[src/rtl/textbuf_pkg.sv]
// Shared types and default geometry for the text-mode character buffer.
package textbuf_pkg;

  localparam int DEF_ADDRW = 11;
  localparam int DEF_DATAW = 16;
  localparam int DEF_DEPTH = 2040;

  typedef struct packed {
    logic [3:0] bg;
    logic [3:0] fg;
    logic [7:0] glyph;
  } cell_t;

  localparam cell_t DEF_CLEAR_CELL = '{bg: 4'h0, fg: 4'h0, glyph: 8'h20};
  localparam logic [15:0] DEF_CLEAR_WORD = DEF_CLEAR_CELL;

  typedef enum logic [0:0] {
    ARB   = 1'b0,
    CLEAR = 1'b1
  } state_e;

endpackage

[src/rtl/rr_arb2.sv]
// Two-way round-robin grant; a masked requester is not eligible this cycle.
module rr_arb2 (
  input  logic clk,
  input  logic rst_n,
  input  logic en,
  input  logic req_a,
  input  logic req_b,
  input  logic mask_a,
  input  logic mask_b,
  output logic grant_a,
  output logic grant_b
);

  logic last_b_q;
  logic last_b_d;
  logic elig_a;
  logic elig_b;

  // Grant selection and last-grant bookkeeping
  always_comb begin
    elig_a   = req_a & ~mask_a;
    elig_b   = req_b & ~mask_b;
    grant_a  = 1'b0;
    grant_b  = 1'b0;
    last_b_d = last_b_q;
    if (en) begin
      if (elig_a && elig_b) begin
        grant_a = last_b_q;
        grant_b = ~last_b_q;
      end else begin
        grant_a = elig_a;
        grant_b = elig_b;
      end
      if (grant_a || grant_b) begin
        last_b_d = grant_b;
      end else begin
        last_b_d = last_b_q;
      end
    end else begin
      last_b_d = last_b_q;
    end
  end

  // Last-grant register; B after reset so A takes the first tie
  always_ff @(posedge clk) begin
    if (!rst_n) begin
      last_b_q <= 1'b1;
    end else begin
      last_b_q <= last_b_d;
    end
  end

endmodule

[src/rtl/textbuf_arb.sv]
// Round-robin sharing of the text buffer port between CPU (A) and console (B),
// plus an exclusive full-buffer clear built only when TEXTBUF_CLEAR_EN is defined.
module textbuf_arb
  import textbuf_pkg::*;
#(
  parameter int ADDRW = DEF_ADDRW,
  parameter int DATAW = DEF_DATAW,
  parameter int DEPTH = DEF_DEPTH,
  parameter logic [DATAW-1:0] CLEAR_WORD = DATAW'(DEF_CLEAR_WORD)
) (
  input  logic             clk_sys,
  input  logic             rst_sys_n,
  input  logic             a_req,
  input  logic             a_we,
  input  logic [ADDRW-1:0] a_addr,
  input  logic [DATAW-1:0] a_wdata,
  output logic             a_ack,
  output logic             a_rvalid,
  output logic [DATAW-1:0] a_rdata,
  input  logic             b_req,
  input  logic             b_we,
  input  logic [ADDRW-1:0] b_addr,
  input  logic [DATAW-1:0] b_wdata,
  output logic             b_ack,
  output logic             b_rvalid,
  output logic [DATAW-1:0] b_rdata,
  input  logic             clr_start,
  output logic             clr_busy,
  output logic             mem_en,
  output logic             mem_we,
  output logic [ADDRW-1:0] mem_addr,
  output logic [DATAW-1:0] mem_wdata,
  input  logic [DATAW-1:0] mem_rdata
);

  localparam logic [ADDRW-1:0] LAST_ADDR = ADDRW'(DEPTH - 1);
  localparam logic [ADDRW-1:0] ADDR_ONE  = {{(ADDRW-1){1'b0}}, 1'b1};

  state_e           state_q, state_d;
  logic             mem_en_q, mem_en_d;
  logic             mem_we_q, mem_we_d;
  logic [ADDRW-1:0] mem_addr_q, mem_addr_d;
  logic [DATAW-1:0] mem_wdata_q, mem_wdata_d;
  logic             a_ack_q, a_ack_d;
  logic             b_ack_q, b_ack_d;
  logic             a_rvalid_q, a_rvalid_d;
  logic             b_rvalid_q, b_rvalid_d;
  logic             clr_busy_q, clr_busy_d;
  logic             clr_go;
  logic             arb_en;
  logic             grant_a;
  logic             grant_b;

`ifdef TEXTBUF_CLEAR_EN
  assign clr_go = clr_start;
`else
  logic unused_clr_start;
  assign unused_clr_start = clr_start;
  assign clr_go = 1'b0;
`endif

  assign arb_en = (state_q == ARB) && !clr_go;

  rr_arb2 u_rr_arb2 (
    .clk     (clk_sys),
    .rst_n   (rst_sys_n),
    .en      (arb_en),
    .req_a   (a_req),
    .req_b   (b_req),
    .mask_a  (a_ack_q),
    .mask_b  (b_ack_q),
    .grant_a (grant_a),
    .grant_b (grant_b)
  );

  // Next-state and registered-output computation
  always_comb begin
    state_d     = state_q;
    mem_en_d    = 1'b0;
    mem_we_d    = 1'b0;
    mem_addr_d  = mem_addr_q;
    mem_wdata_d = mem_wdata_q;
    a_ack_d     = 1'b0;
    b_ack_d     = 1'b0;
    clr_busy_d  = 1'b0;
    // a transaction acked last cycle returns its read data now, whatever the state
    a_rvalid_d  = a_ack_q & ~mem_we_q;
    b_rvalid_d  = b_ack_q & ~mem_we_q;
    case (state_q)
      ARB: begin
        if (clr_go) begin
          state_d     = CLEAR;
          mem_en_d    = 1'b1;
          mem_we_d    = 1'b1;
          mem_addr_d  = {ADDRW{1'b0}};
          mem_wdata_d = CLEAR_WORD;
          clr_busy_d  = 1'b1;
        end else if (grant_a) begin
          mem_en_d    = 1'b1;
          mem_we_d    = a_we;
          mem_addr_d  = a_addr;
          mem_wdata_d = a_wdata;
          a_ack_d     = 1'b1;
        end else if (grant_b) begin
          mem_en_d    = 1'b1;
          mem_we_d    = b_we;
          mem_addr_d  = b_addr;
          mem_wdata_d = b_wdata;
          b_ack_d     = 1'b1;
        end else begin
          state_d = ARB;
        end
      end
      CLEAR: begin
        // mem_addr_q doubles as the fill counter; it stops at the last cell
        if (mem_addr_q == LAST_ADDR) begin
          state_d = ARB;
        end else begin
          mem_en_d    = 1'b1;
          mem_we_d    = 1'b1;
          mem_addr_d  = mem_addr_q + ADDR_ONE;
          mem_wdata_d = CLEAR_WORD;
          clr_busy_d  = 1'b1;
        end
      end
      default: begin
        state_d = ARB;
      end
    endcase
  end

  // State and output registers with synchronous active-low reset
  always_ff @(posedge clk_sys) begin
    if (!rst_sys_n) begin
      state_q     <= ARB;
      mem_en_q    <= 1'b0;
      mem_we_q    <= 1'b0;
      mem_addr_q  <= {ADDRW{1'b0}};
      mem_wdata_q <= {DATAW{1'b0}};
      a_ack_q     <= 1'b0;
      b_ack_q     <= 1'b0;
      a_rvalid_q  <= 1'b0;
      b_rvalid_q  <= 1'b0;
      clr_busy_q  <= 1'b0;
    end else begin
      state_q     <= state_d;
      mem_en_q    <= mem_en_d;
      mem_we_q    <= mem_we_d;
      mem_addr_q  <= mem_addr_d;
      mem_wdata_q <= mem_wdata_d;
      a_ack_q     <= a_ack_d;
      b_ack_q     <= b_ack_d;
      a_rvalid_q  <= a_rvalid_d;
      b_rvalid_q  <= b_rvalid_d;
      clr_busy_q  <= clr_busy_d;
    end
  end

  assign mem_en    = mem_en_q;
  assign mem_we    = mem_we_q;
  assign mem_addr  = mem_addr_q;
  assign mem_wdata = mem_wdata_q;
  assign a_ack     = a_ack_q;
  assign b_ack     = b_ack_q;
  assign a_rvalid  = a_rvalid_q;
  assign b_rvalid  = b_rvalid_q;
  assign clr_busy  = clr_busy_q;
  // memory data arrives one cycle after issue, so it is forwarded, gated to 0 when idle
  assign a_rdata   = a_rvalid_q ? mem_rdata : {DATAW{1'b0}};
  assign b_rdata   = b_rvalid_q ? mem_rdata : {DATAW{1'b0}};

endmodule

[config.mk]
export PLATFORM = sky130hd
export DESIGN_NAME = textbuf_arb
export DESIGN_NICKNAME = d
export VERILOG_FILES = /design/src/rtl/textbuf_pkg.sv /design/src/rtl/rr_arb2.sv /design/src/rtl/textbuf_arb.sv
export SDC_FILE = /design/constraint.sdc
export NUM_CORES = 1
export LEC_CHECK = 0
export BUFFER_PORTS_ARGS = -buffer_cell sky130_fd_sc_hd__clkbuf_2
export CORE_MARGIN = 8
export CORE_UTILIZATION = 35
export CTS_BUF_LIST = sky130_fd_sc_hd__clkbuf_8
export CTS_CLUSTER_DIAMETER = 60
export DETAILED_ROUTE_END_ITERATION = 8
export GPL_TIMING_DRIVEN = 1
export PLACE_DENSITY = 0.68
export SLEW_MARGIN = 10
export SYNTH_ARGS = -nofsm -noshare
export SYNTH_HDL_FRONTEND = slang
export SYNTH_SLANG_ARGS = --single-unit
[constraint.sdc]
create_clock -name clk_sys -period 2.33 [get_ports clk_sys]
set_clock_uncertainty 0.2 [all_clocks]
set_input_delay 0.466 -clock clk_sys [delete_from_list [all_inputs] [get_ports clk_sys]]
set_output_delay 0.466 -clock clk_sys [all_outputs]
set_load 0.05 [all_outputs]
==> flow_summary.yaml <==
run_status:
  run_status: "finished, final reports clean"
route:
  via_count: 2404
  dr.first_iter.drc_count: 157
  postRouteWirelength_mm: 7.428
  routedWlPerCell_um: 16.25
  route.detailed.drc: 0
  drt_first_pass_iters: 5
  post_detailed_route_via_to_cell_ratio: 5.260
  detail-route-antenna-nets: 0
worst_setup_path:
  arrival_ns: 2.17
  timing.critical_path.to_type: "flip-flop"
  cp-start-kind: "flip-flop"
  r2r_end: "mem_wdata[3]"
  timing_worst_setup_path_type: "flip-flop to flip-flop"
  reg2reg_depth: 7
  worstPathRequired_ns: 2.35
  critical_path.reg2reg.startpoint: "mem_addr[0]"
  setup.reg_to_reg.worst_slack_ns: 0.18
  critical_path_peak_fanout: 14
clocking:
  cts_made_buffers: 5
  clk_pin_slew_worst_paths_ns: 0.07
  clock_tree.root_cell: "sky130_fd_sc_hd__clkbuf_8"
  insertion_delay_ns: 0.28
  cts_resized: 0
  clock_tree_from_tritoncts: "built"
  ctsHoldBuffers: 0
  clock_tree.htree_level_count: 2
  post-cts-setup-buffer-count: 0
  clock_sinks: 35
  worst_case_clock_buffer_depth: 2
sta:
  max_freq_ghz: 0.4654
  worst_relative_slew_slack_pct: 59.73
  totalNegativeSetupSlack_ns: 0
  unrepaired_setup_endpoints_after_global_routing: "false"
  setup_viol: 0
  final.min_clock_period_ns: 2.149
  final_hold_viol_count: 0
  worstMarginPinSlew_ns: 0.6041
  report.final.slew_viol_count: 0
  post-route-period-util_pct: 92.22
floorplan:
  dieWidth_um: 92.87
  placeableCoreArea_sq_um: 5816
  die-height_um: 92.87
  design.portCount: 143
  initial_utilization_pct: 35.56
  num_rows: 28
  fp.dieArea_sq_um: 8625
yosys:
  yosysSeqAreaShare_pct: 33.88
  synth_largest_type_area_fraction_pct: 33.88
  synth_ff_type: "sky130_fd_sc_hd__dfxtp_1"
  synth.ff_latch_count: 35
  synth_enable_flop_cells: 0
  postSynthAreaPerCell_sq_um: 8.764
  synth_area_sq_um: 2068
  synth_top_cells_by_area: "sky130_fd_sc_hd__dfxtp_1, sky130_fd_sc_hd__and2_1, sky130_fd_sc_hd__mux2_2"
  post-synth-top-area-cell: "sky130_fd_sc_hd__dfxtp_1"
  yosys_warnings: 0
  syn-num-nets: 314
  yosys.cell_types.count: 51
  synth_async_sr_flop_share_pct: 0
  post_synth_inst_count: 236
cells_and_area:
  layoutNonFillerInstCount: 457
  antenna_cells: 0
  layout-drive-gt1-share_pct: 49.21
  largest_register_ff_count: 16
  stdcell_area_sq_um: 3002
  fill_cells: 582
  design.final.nets: 459
  area.growth.synth_to_final_pct: 45.13
pwr:
  power.internal_mw: 1.271
  design_power_total_mw: 1.934
  total_switching_power_uw: 662.1
  p_leak_nw: 1.498
  p_per_area_nw_per_um2: 644.2
  comb_power_share_pct: 30.6
  switching_share_pct: 34.24
  power.share.clock_pct: 33.6
  sequentialPowerShare_pct: 35.8
  vdd.ir_drop.worst_v: 0.0003139
place:
  numPortBuffers: 141
  place.detailed.hpwl_mm: 5.970
  post_dp_cell_area_sq_um: 2869
  place_inst: 449
  placer_congestion: 0.8895
global_route:
  groute.usage.overall_pct: 16.68
  wire_length_of_the_first_global_routing_pass_mm: 11.81
  overflow_after_grt: 0
  grt_max_degree: 21
  number_of_global_route_vias_before_repair: 2382
  antenna_violations_before_repair: 0
min_path:
  worstHoldEndpoint: "mem_wdata[5]"
  timing.hold.worst.class: "input pin to flip-flop"
  whs_path_depth: 3
  holdCritStartpoint: "b_wdata[5]"
job:
  max_cap_violations: 0
-- per-layer routing --
layer / vias to the layer above / wire, um / track usage (%)
met1: 1098 / 2760 / 18.07
met3: 12 / 928 / 5.744
met5: - / 0 / 0
li1: 1155 / - / -
met2: 139 / 3609 / 29.53
met4: 0 / 129 / 5.503
-- power groups by stage --
stage	Sequential [mW]	Combinational, mW	Clock [mW]
3_5_place_dp	0.705	0.596	0
6_report	0.692	0.592	0.650
3_3_place_gp	0.702	0.590	0
5_1_grt	0.699	0.635	0.688
2_1_floorplan	0.865	0.252	0
4_1_cts	0.691	0.598	0.670
-- metrics by stage --
stage          util (%)  hold slack [ns]  setup slack, ns
2_1_floorplan         -           0.3116          0.09478
3_3_place_gp      49.33           0.2433           0.1724
3_5_place_dp      49.33           0.2463           0.1519
4_1_cts           51.61           0.2118           0.1799
5_1_grt           51.61           0.2366          0.01638
6_report          51.61           0.2265           0.1814
-- cells in the mapped netlist (2+ instances only) --
library cell and number:
sky130_fd_sc_hd__o21ai_0 6, sky130_fd_sc_hd__a21oi_1 4, sky130_fd_sc_hd__nor3_1 2, sky130_fd_sc_hd__o2bb2ai_1 2, sky130_fd_sc_hd__o2bb2ai_2 2, sky130_fd_sc_hd__buf_6 2
sky130_fd_sc_hd__nand3b_1 2, sky130_fd_sc_hd__buf_2 4, sky130_fd_sc_hd__clkbuf_1 7, sky130_fd_sc_hd__mux2_2 16, sky130_fd_sc_hd__a31oi_1 2, sky130_fd_sc_hd__and3_1 3
sky130_fd_sc_hd__o2111ai_1 2, sky130_fd_sc_hd__inv_2 2, sky130_fd_sc_hd__nand2b_1 3, sky130_fd_sc_hd__a22oi_1 17, sky130_fd_sc_hd__inv_1 3, sky130_fd_sc_hd__nor2b_1 2
sky130_fd_sc_hd__dfxtp_1 35, sky130_fd_sc_hd__nand2_1 19, sky130_fd_sc_hd__a221oi_1 2, sky130_fd_sc_hd__mux2i_1 2, sky130_fd_sc_hd__nand4_1 4, sky130_fd_sc_hd__nor2_1 19
sky130_fd_sc_hd__o32ai_1 2, sky130_fd_sc_hd__and2_1 35, sky130_fd_sc_hd__a21oi_2 2, sky130_fd_sc_hd__nand3_1 8, sky130_fd_sc_hd__and4_1 2, sky130_fd_sc_hd__nor3b_1 4
-- logic make-up (layout without fill, tap and decap cells) --
group | after synthesis | count (layout) | synth area share [%]
compound gates | 55 | 55 | 21.48
xor+xnor | 1 | 1 | 0.4235
fa+ha+maj | 1 | 1 | 0.6049
buf+inv | 19 | 165 | 4.961
flops | 35 | 35 | 33.88
mux | 18 | 18 | 9.679
simple gates | 107 | 107 | 28.98
-- worst max-delay path: stages (launching register included) --
cell and delay (ns):
sky130_fd_sc_hd__dfxtp_2 0.37, sky130_fd_sc_hd__ha_1 0.19, sky130_fd_sc_hd__nand4_1 0.14, sky130_fd_sc_hd__or4_4 0.48, sky130_fd_sc_hd__o31ai_4 0.18, sky130_fd_sc_hd__buf_4 0.31
sky130_fd_sc_hd__a22oi_1 0.11, sky130_fd_sc_hd__nor2_1 0.10
-- layout by cell type (no fill, tap or decap), types with 3 or more instances in the layout --
master | Yosys | routed
sky130_fd_sc_hd__and2_1 | 35 | 35
sky130_fd_sc_hd__nor2_1 | 19 | 19
sky130_fd_sc_hd__and3_1 | 3 | 3
sky130_fd_sc_hd__nand3_1 | 8 | 8
sky130_fd_sc_hd__nand2b_1 | 3 | 3
sky130_fd_sc_hd__nor3b_1 | 4 | 4
sky130_fd_sc_hd__o21ai_0 | 6 | 6
sky130_fd_sc_hd__buf_4 | 0 | 11
sky130_fd_sc_hd__nand4_1 | 4 | 4
sky130_fd_sc_hd__nand2_1 | 19 | 19
sky130_fd_sc_hd__a22oi_1 | 17 | 17
sky130_fd_sc_hd__clkbuf_8 | 0 | 5
sky130_fd_sc_hd__mux2_2 | 16 | 16
sky130_fd_sc_hd__clkbuf_2 | 0 | 141
sky130_fd_sc_hd__inv_1 | 3 | 4
sky130_fd_sc_hd__dfxtp_1 | 35 | 33
sky130_fd_sc_hd__a21oi_1 | 4 | 4
-- worst max path at each step --
stage                           start            end  slack, ns  depth (start not counted)
after floorplan           mem_addr[2]   mem_addr[10]       0.09                          7
after global placement          b_req  mem_wdata[10]       0.17                          6
after global routing      mem_addr[0]   mem_wdata[3]       0.02                          7
after CTS                 mem_addr[0]   mem_wdata[7]       0.18                          7
final                     mem_addr[0]   mem_wdata[3]       0.18                          7
after detailed placement        b_req  mem_wdata[10]       0.15                          6
-- layout make-up --
cell class,instances,area (sq um),share of cell area [%]
multi-input combinational,182,1265,42.14
timing repair buffer,152,788.3,26.26
clock buffer,5,68.82,2.293
tap,75,93.84,3.126
inverter,5,18.77,0.6253
clock inverter,3,63.81,2.126
sequential,35,703.2,23.43
Power figures use the tool's default switching activity.
